==> src/rtl/light_sequencer.sv <==
// Traffic-light sequencer: main/side/walk phases, each timed by a seconds counter
// loaded from the downstream-facing parameter store after a short settle window.
module light_sequencer #(
   parameter int VALUE_W     = 4,
   parameter int LOAD_CYCLES = 2
) (
   input  logic               clock,
   input  logic               reset_sync,
   input  logic               one_hz_enable,
   input  logic               sensor_sync,
   input  logic               walk_request_sync,
   input  logic [VALUE_W-1:0] value,
   output logic [1:0]         interval,
   output logic [2:0]         main_lights,
   output logic [2:0]         side_lights,
   output logic               walk_lamp,
   output logic [2:0]         state_dbg
);

   typedef enum logic [2:0] {
      MG     = 3'd0,
      MG_EXT = 3'd1,
      MY     = 3'd2,
      SG     = 3'd3,
      SG_EXT = 3'd4,
      SY     = 3'd5,
      WALK   = 3'd6,
      UNUSED = 3'd7
   } state_t;

   localparam int LC_W = (LOAD_CYCLES > 1) ? $clog2(LOAD_CYCLES) : 1;
   localparam logic [LC_W-1:0] LOAD_LAST = LC_W'(LOAD_CYCLES - 1);

   state_t             state_q, state_d;
   logic               load_q, load_d;
   logic [LC_W-1:0]    load_cnt_q, load_cnt_d;
   logic [VALUE_W-1:0] count_q, count_d;
   logic               walk_pending_q, walk_pending_d;
   logic [1:0]         interval_q, interval_d;
   logic [2:0]         main_q, main_d;
   logic [2:0]         side_q, side_d;
   logic               walk_lamp_q, walk_lamp_d;

   always_comb begin
      state_d        = state_q;
      load_d         = load_q;
      load_cnt_d     = load_cnt_q;
      count_d        = count_q;
      walk_pending_d = walk_pending_q | walk_request_sync;

      if (state_q == UNUSED) begin
         state_d    = MG;
         load_d     = 1'b1;
         load_cnt_d = '0;
      end else if (load_q) begin
         // The store needs one clock to present the new interval's value.
         if (load_cnt_q == LOAD_LAST) begin
            load_d  = 1'b0;
            count_d = (value == '0) ? VALUE_W'(1) : value;
         end else begin
            load_cnt_d = load_cnt_q + 1'b1;
         end
      end else if (one_hz_enable) begin
         if (count_q > VALUE_W'(1)) begin
            count_d = count_q - 1'b1;
         end else begin
            load_d     = 1'b1;
            load_cnt_d = '0;
            case (state_q)
               MG:      state_d = sensor_sync ? MG_EXT : MY;
               MG_EXT:  state_d = MY;
               MY:      state_d = SG;
               SG:      state_d = sensor_sync ? SG_EXT : SY;
               SG_EXT:  state_d = SY;
               SY:      state_d = walk_pending_q ? WALK : MG;
               default: state_d = MG;
            endcase
         end
      end

      if ((state_d == WALK) && (state_q != WALK)) begin
         walk_pending_d = 1'b0;
      end
   end

   // Outputs are decoded from the next state so they register on the state edge.
   always_comb begin
      interval_d  = 2'b00;
      main_d      = 3'b100;
      side_d      = 3'b100;
      walk_lamp_d = 1'b0;
      case (state_d)
         MG_EXT: begin
            interval_d = 2'b01;
            main_d     = 3'b001;
         end
         MY: begin
            interval_d = 2'b10;
            main_d     = 3'b010;
         end
         SG: begin
            side_d = 3'b001;
         end
         SG_EXT: begin
            interval_d = 2'b01;
            side_d     = 3'b001;
         end
         SY: begin
            interval_d = 2'b10;
            side_d     = 3'b010;
         end
         WALK: begin
            interval_d  = 2'b01;
            walk_lamp_d = 1'b1;
         end
         default: begin
            main_d = 3'b001;
         end
      endcase
   end

   always_ff @(posedge clock) begin
      if (reset_sync) begin
         state_q        <= MG;
         load_q         <= 1'b1;
         load_cnt_q     <= '0;
         count_q        <= '0;
         walk_pending_q <= 1'b0;
         interval_q     <= 2'b00;
         main_q         <= 3'b001;
         side_q         <= 3'b100;
         walk_lamp_q    <= 1'b0;
      end else begin
         state_q        <= state_d;
         load_q         <= load_d;
         load_cnt_q     <= load_cnt_d;
         count_q        <= count_d;
         walk_pending_q <= walk_pending_d;
         interval_q     <= interval_d;
         main_q         <= main_d;
         side_q         <= side_d;
         walk_lamp_q    <= walk_lamp_d;
      end
   end

   assign interval    = interval_q;
   assign main_lights = main_q;
   assign side_lights = side_q;
   assign walk_lamp   = walk_lamp_q;
   assign state_dbg   = state_q;

endmodule

==> config.mk <==
export PLATFORM = sky130hd
export DESIGN_NAME = light_sequencer
export DESIGN_NICKNAME = d
export VERILOG_FILES = /design/src/rtl/light_sequencer.sv
export SDC_FILE = /design/constraint.sdc
export NUM_CORES = 1
export LEC_CHECK = 0
export ABC_AREA = 0
export BUFFER_PORTS_ARGS = -buffer_cell sky130_fd_sc_hd__buf_4
export CORE_MARGIN = 2
export CORE_UTILIZATION = 55
export CTS_BUF_LIST = sky130_fd_sc_hd__clkbuf_4
export DETAILED_ROUTE_END_ITERATION = 6
export GPL_ROUTABILITY_DRIVEN = 0
export PLACE_DENSITY = 0.83
export SYNTH_ARGS = -nofsm -noshare
export SYNTH_HDL_FRONTEND = slang
export SYNTH_SLANG_ARGS = --single-unit
export TNS_END_PERCENT = 5
==> constraint.sdc <==
create_clock -name clock -period 2.2 [get_ports clock]
set_input_delay 0.66 -clock clock [delete_from_list [all_inputs] [get_ports clock]]
set_output_delay 0.66 -clock clock [all_outputs]
set_load 0.1 [all_outputs]
==> flow_results.org, run 1 <==
** Status
- The flow ran to the end, and the final reports show no timing, DRC or antenna violations.

** Clock tree
- TritonCTS built the clock tree.
- H-Tree Level Count :: 1
- Clock tree synthesis selected as its root buffer the cell clkbuf_4.
- Clock transition at the register clock pins on the worst setup and hold paths after CTS :: 0.12 ns
- Clock latency on the worst-skew pair :: 0.31 ns
- The clock net in this run drives a total of 19 sinks.
- TritonCTS buffer count :: 3
- In this run the deepest clock path goes through 2 buffers.
- Hold Buf Count CTS :: 0
- Post-CTS repair changed the size of 0 cells.
- In this run the post-CTS setup repair buffer count came out at 0.

** Route
- Dividing the detail-routed wire length by the instance count gives approximately 14 um.
- Residual antenna-violating net count after detailed routing :: 0
- For this block, the via count after detailed routing is between 900 and 1k.
- Iteration-0 DRC Markers :: 22
- Wires add up to around 2200 um.
- 1st-pass router iterations :: 4
- After detailed routing, the number of vias per cell comes to about 6.
- Detailed-route DRC error count :: 0

** Floorplanning
- The floorplan has 15 rows.
- Die width :: 46.8 um
- The die covers 2190 um^2.
- CORE AREA :: about 1700 um^2
- Die H :: 46.8 um
- Starting density of the core :: 0.583
- Number of top-level pins :: 21

** Timing
- Across the routed clock network, the largest skew measured is 0.00290 ns.
- Slew at the pin closest to its max-slew limit :: 0.546 ns
- In this run the tightest slew margin relative to its limit is 0.636.
- Final count of hold timing violations :: 0
- For this run, the top clock speed supported by timing is 0.486 GHz.
- Adding up every negative setup slack in the final design gives 0 ns.
- Setup violations remaining at the end of the flow were counted as 0.
- Final worst path period need :: between 2 and 2.5 ns
- The final-report max-slew violation count came to 0.
- Setup repair after global routing left no endpoint under its margin.
- Dividing the final minimum period by the clock period gives 0.934.

** Global routing
- In the global route stage, overall resource usage came out at 0.240.
- Via count of the first global-routing pass :: 854
- First-pass GRT wire length :: 3730 um
- Entering global routing, the biggest net connects 16 pins.
- Number of antenna violations at the first check in global routing :: 0
- Final global-route overflow total :: 0

** Synthesis
- Synthesized-area fraction occupied by ao, oa, aoi and oai cells :: 0.307
- Synthesized cell area :: between 1000 and 1500 um^2
- Total number of yosys warnings :: 0
- Post-Synth XOR/XNOR Area :: 0.00871
- Post-synthesis sequential area ratio :: 0.378
- Post-Synthesis Cells :: about 120
- Mux contribution to synthesized area :: 0
- The share of synthesized area in the top cell type comes to 0.378.
- The synthesized design contains 19 register bits.
- Synthesized-area fraction occupied by and/or/nand/nor cells :: 0.231
- Top area cells in the synthesized netlist :: dfxtp_1 38%, nor2_1 4.9%, a21oi_1 4.5%
- In this run, distinct cell masters in the synthesized netlist total 41.
- Main combinational cell family by area after synthesis :: compound AO/OA/AOI/OAI gates
- Of all cell types, the one taking the most synthesized area is dfxtp_1.
- Of the total synthesized cell area, the portion taken by full adders, half adders and majority gates is 0.0249.
- After synthesis, the mean cell area works out to 8.75 um^2.
- Net count after synthesis :: about 130

** Critical path
- WP depth :: 1
- Endpoint of the worst register-to-register path :: main_lights[0]
- Startpoint kind of the worst setup timing path :: flop
- Flop-to-flop setup slack :: around 0.27 ns
- Following the worst setup path forward leads to its endpoint at state_dbg[1].
- Tracing the worst setup path back leads to its startpoint at state_dbg[1].
- Crit Reg-Reg Startpoint :: count_q[0]
- Delay of the slowest critical-path stage :: ~0.69 ns
- Arrival time of data at the critical path endpoint :: 1.40 ns
- Crit Path Category :: flop to output port
- Critical path capture point type :: output port
- Slowest stage cell on the critical path :: dfxtp_1
- STA puts the critical path data required time at between 1.5 and 2 ns.
- The signal on the critical path passes through buf_4.
- Largest delay contributor family on the critical path :: flip-flops
- Of all nets on the critical path, the largest fanout is 15.
- Logic depth of the worst register-to-register path :: 7
- Counting both buffers and inverters, the worst setup path holds a total of 1.

** Placement
- Number of input and output port buffers inserted :: 20
- DPL Wire Length :: 1640 um

** Final layout
- Layout Area Growth over Synthesis :: 20.6%
- In the final design database the tool counted ~150 nets.
- 0 antenna diodes ended up in the layout.
- The filler cells instantiated in the layout total 143.
- In the final layout, the share of cells above drive strength 1 is 0.285.

** Pwr
- The analysis attributes to cell leakage a power of 0.481 nW.
- Overall power :: between 1 and 1.5 mW
- In this run the power density over the cells is 839 nW/um^2.
- Maximum VDD drop :: 0.000498 V

** Flow run
- Number of max-cap violations :: 0

** Min path
- The worst hold path belongs to the class flop to flop.
-- area by class of cell --
type / count / area [um^2] / share of cell area
Tap cell: 25 / 31.3 / 0.0258
Inverter: 5 / 18.8 / 0.0155
Clock buffer: 3 / 22.5 / 0.0186
Multi-Input combinational cell: 85 / 576 / 0.474
Sequential cell: 19 / 380 / 0.313
Timing Repair Buffer: 24 / 180 / 0.148
Clock inverter: 1 / 5.00 / 0.00412
-- per-stage QoR --
| step | hold WS [ns] | instance area, um^2 | util | worst slack, ns | std cells |
|---|---|---|---|---|---|
| 6_report | 0.494 | 1210 | 0.703 | 0.144 | 162 |
| 5_1_grt | 0.537 | 1210 | 0.703 | 0.0908 | 162 |
| 4_1_cts | 0.499 | 1210 | 0.703 | 0.162 | 162 |
| 3_5_place_dp | 0.481 | 1190 | 0.687 | 0.0852 | 158 |
| 3_3_place_gp | 0.457 | 1190 | 0.687 | 0.118 | 158 |
| 2_1_floorplan | 0.445 | 1010 | - | 0.00882 | 115 |
-- flip-flops by register name (all words and copies together), names as in the netlist --
signal and count:
count_q 4, main_lights 3, state_dbg 3, walk_pending_q 1
side_lights 3, load_cnt_q 1, interval 2, walk_lamp 1
load_q 1
-- layout by cell type (no fill, tap or decap), types with 2 or more instances in the layout --
master    instances
a211oi_1          4
dfxtp_1          19
a31oi_1           2
nand2_1           5
nand4_1           2
o21ai_0           5
clkbuf_4          3
a21oi_1           9
a21oi_2           2
nor2_1           13
nor3_1            8
inv_1             5
buf_4            24
nand3_1           2
ha_1              2
or2_1             2
nor2b_1           3
a22oi_1           4
-- worst min path at each step --
| stage | from | cells after the start | slack [ns] | end |
|---|---|---|---|---|
| after floorplan | load_cnt_q | 1 | 0.45 | load_q |
| after global placement | load_cnt_q | 1 | 0.46 | load_q |
| after CTS | load_cnt_q | 1 | 0.50 | load_q |
| after detailed placement | load_cnt_q | 1 | 0.48 | load_cnt_q |
| after global routing | load_cnt_q | 1 | 0.54 | load_q |
| final | load_cnt_q | 1 | 0.49 | load_q |
-- logic make-up (layout without fill, tap and decap cells) --
logic type,count (synthesis),count (layout)
AND/OR/NAND/NOR,42,42
AO/OA/AOI/OAI,40,40
flip-flops,19,19
buffers and inverters,11,33
adder cells (fa/ha/maj),2,2
XOR/XNOR,1,1
-- cell usage after synthesis --
cell type,instances
a31oi_1,2
clkbuf_1,1
o21bai_2,1
and2_1,1
a21oi_2,2
nand4_1,2
o31a_4,1
o31ai_1,1
a22o_1,1
inv_1,5
a221oi_2,1
a311o_1,1
o21a_1,1
nand3b_1,1
clkbuf_4,1
a22oi_1,4
o211ai_1,1
nor2_1,13
or3b_4,1
buf_2,4
and3_1,1
a2111oi_0,1
o21ai_0,5
a311oi_1,1
nor4_4,1
or2_1,2
o21ba_2,1
nand3_1,2
nor3_1,8
nor2b_1,3
xnor2_1,1
a211oi_2,1
o21ai_4,1
nand2b_1,1
ha_1,2
a21oi_1,9
a21o_1,1
dfxtp_1,19
a211oi_1,4
nor3b_2,1
nand2_1,5
-- power breakdown --
group	switching [mW]	internal (mW)
Clock	0.126	0.0681
Sequential	0.0428	0.379
Combinational	0.268	0.135
-- routing by layer --
layer | global-route usage | vias up | wire, um
met4 | 0.144 | 0 | 38
met2 | 0.400 | 37 | 1150
met1 | 0.290 | 448 | 932
met5 | 0 | - | 0
met3 | 0.0346 | 4 | 112
li1 | - | 463 | -
No activity file was read; power rests on OpenSTA's default activity.
==> run 2, diff against run 1 <==
--- a/config.mk
+++ b/config.mk
@@ -7,7 +7,7 @@
 export LEC_CHECK = 0
 export ABC_AREA = 0
 export BUFFER_PORTS_ARGS = -buffer_cell sky130_fd_sc_hd__buf_4
-export CORE_MARGIN = 2
+export CORE_MARGIN = 3
 export CORE_UTILIZATION = 55
 export CTS_BUF_LIST = sky130_fd_sc_hd__clkbuf_4
 export DETAILED_ROUTE_END_ITERATION = 6
==> flow_results.org, run 2 (synthesized netlist as in run 1, its figures left out) <==
** Status
- The run finished with clean final reports.

** Critical path
- For the worst setup path, the data required time is between 1.5 and 2 ns.
- Timing startpoint of the critical path :: state_dbg[1]
- Delay of the slowest critical-path stage :: around 0.68 ns
- Of all nets on the critical path, the largest fanout is 15.
- Critical path capture point type :: output port
- Arrival time of data at the critical path endpoint :: around 1.4 ns
- Slowest stage cell on the critical path :: dfxtp_1
- Sequence of cells on the critical path :: buf_4
- CP bufs+invs :: 1
- In this run the critical register-to-register path is launched from count_q[0].
- Largest delay contributor family on the critical path :: flip-flops
- By startpoint and endpoint, the worst setup path is classified as flop to output port.
- The worst setup path is launched from a flop.

** Timing
- Min setup slack post-route :: roughly 0.18 ns
- On the final layout, the worst clock skew is approximately 0.0013 ns.
- Final count of hold timing violations :: 0
- The final-report max-slew violation count is 0.
- Fin crit share :: 0.919
- Setup repair after global routing missed its margin :: false
- Static timing analysis puts the maximum clock frequency at 0.495 GHz.
- For the final routed database, the setup TNS stands at 0 ns.
- Slew at the pin closest to its max-slew limit :: roughly 0.54 ns
- The worst path needs about 2.0 ns of the cycle, external delays included.
- Finish-stage setup viols :: 0
- Worst max-slew margin expressed relative to the limit :: 0.642

** Placement
- Number of input and output port buffers inserted :: 20
- At the placement stage, the worst setup path has a slack of about 0.088 ns.
- Summed over all nets, the half-perimeter wirelength after detailed placement is ~1700 um.
- Placed cells :: roughly 160

** Global routing
- The via count of the first global-routing pass came to 832.
- Final global-route overflow total :: 0
- GRT Overall Usage :: 0.203
- Number of antenna violations at the first check in global routing :: 0
- First-pass GRT wire length :: ~3900 um
- Largest net degree at the start of global routing :: 16

** Floorplanning
- In this run the horizontal extent of the chip is between 40 and 50 um.
- Row count :: 14
- Total Die Area :: roughly 2400 um^2
- CORE AREA :: between 1500 and 2000 um^2
- Number of top-level pins :: 21
- For this configuration, the core starts out at a cell density of 0.624.
- The die is about 49 um tall.

** Final layout
- Relative to the synthesized area, the layout overhead comes to 20.5%.
- Most common cell after layout, fill and taps aside :: buf_4
- Number of nets at the end of the flow :: ~150
- The finished layout holds roughly 160 standard cells, fillers aside.
- Final design utilization :: 0.752
- N_diodes :: 0
- Ranked by flip-flop count, first place goes to count_q.
- FILL cells :: around 130
- Flip-flop count of the largest register after layout :: 4
- The top cell types in the final layout, fill and taps aside, are 24 x buf_4, 19 x dfxtp_1, 13 x nor2_1.
- Of the cells placed in the final design, the portion with a size suffix greater than 1 is 0.285.

** Clock tree
- In this run the number of H-tree levels came out at 1.
- Library cell used as clock root buffer :: clkbuf_4
- Total clock sinks :: 19
- Gates resized during post-CTS repair numbered 0.
- After clock tree synthesis, the clock-pin slew on the worst setup and hold paths is roughly 0.11 ns.
- Clock tree synthesis inserted a total of 3 buffers.
- Clock tree from TritonCTS :: yes
- For the worst-skew pair, the clock arrives at the later sink with an insertion delay of between 0.2 and 0.3 ns.
- Hold repair after CTS inserted 0 buffers.
- The clock passes through at most 2 buffers.
- Post-CTS timing repair inserted 0 buffers for setup.

** Pwr
- Maximum VDD drop :: between 0.0006 and 0.0007 V
- Power spread over the standard cell area amounts to 825 nW/um^2.
- Overall power :: roughly 1 mW
- For this design the static power due to leakage is 0.481 nW.

** Route
- Via total after detailed routing :: 942
- Iteration-0 DRC Markers :: 43
- The first detailed-routing pass took 4 iterations.
- After detailed routing, the number of vias per cell comes to 5.85.
- Wire length after detailed routing :: ~2200 um
- Residual antenna-violating net count after detailed routing :: 0
- Routed len/inst :: 13.7 um
- After detailed routing, the number of remaining DRC violations is 0.

** Flow run
- Number of max-cap violations :: 0

** Min path
- Hold Path Class :: flop to flop
- The worst hold path begins at load_cnt_q.
[run 2: cell counts in the layout (fill, tap and decap cells not counted)]
Identical to the previous run, type by type.
[run 2: through the flow]
step           area, um^2  hold slack, ns
2_1_floorplan        1010           0.445
3_3_place_gp         1180           0.464
3_5_place_dp         1180           0.478
4_1_cts              1210           0.494
5_1_grt              1210           0.529
6_report             1210           0.484
[run 2: metal layers]
layer / vias up / routed length, um / track usage
met5: - / 0 / 0
met4: 0 / 17 / 0.0569
met3: 2 / 216 / 0.0307
met2: 48 / 1020 / 0.321
met1: 428 / 948 / 0.286
li1: 464 / - / -
[run 2: cell type report]
class	count	area, um^2	area share
multi-input combinational	85	576	0.475
sequential	19	380	0.314
timing repair buffer	24	180	0.149
tap	24	30.0	0.0248
clock buffer	3	22.5	0.0186
inverter	5	18.8	0.0155
clock inverter	1	5.00	0.00413
[run 2: worst paths after layout]
kind,slack [ns],depth (start not counted),endpoint
min reg2reg,0.48,1,load_q
max,0.18,1,state_dbg[1]
min,0.48,1,load_q
max reg2reg,0.22,7,main_lights[0]
[run 2: power breakdown]
group          switching [mW]  internal [mW]  total (mW)
clock                   0.108         0.0676       0.176
combinational           0.269          0.135       0.403
sequential             0.0421          0.379       0.421
total                   0.419          0.582        1.00
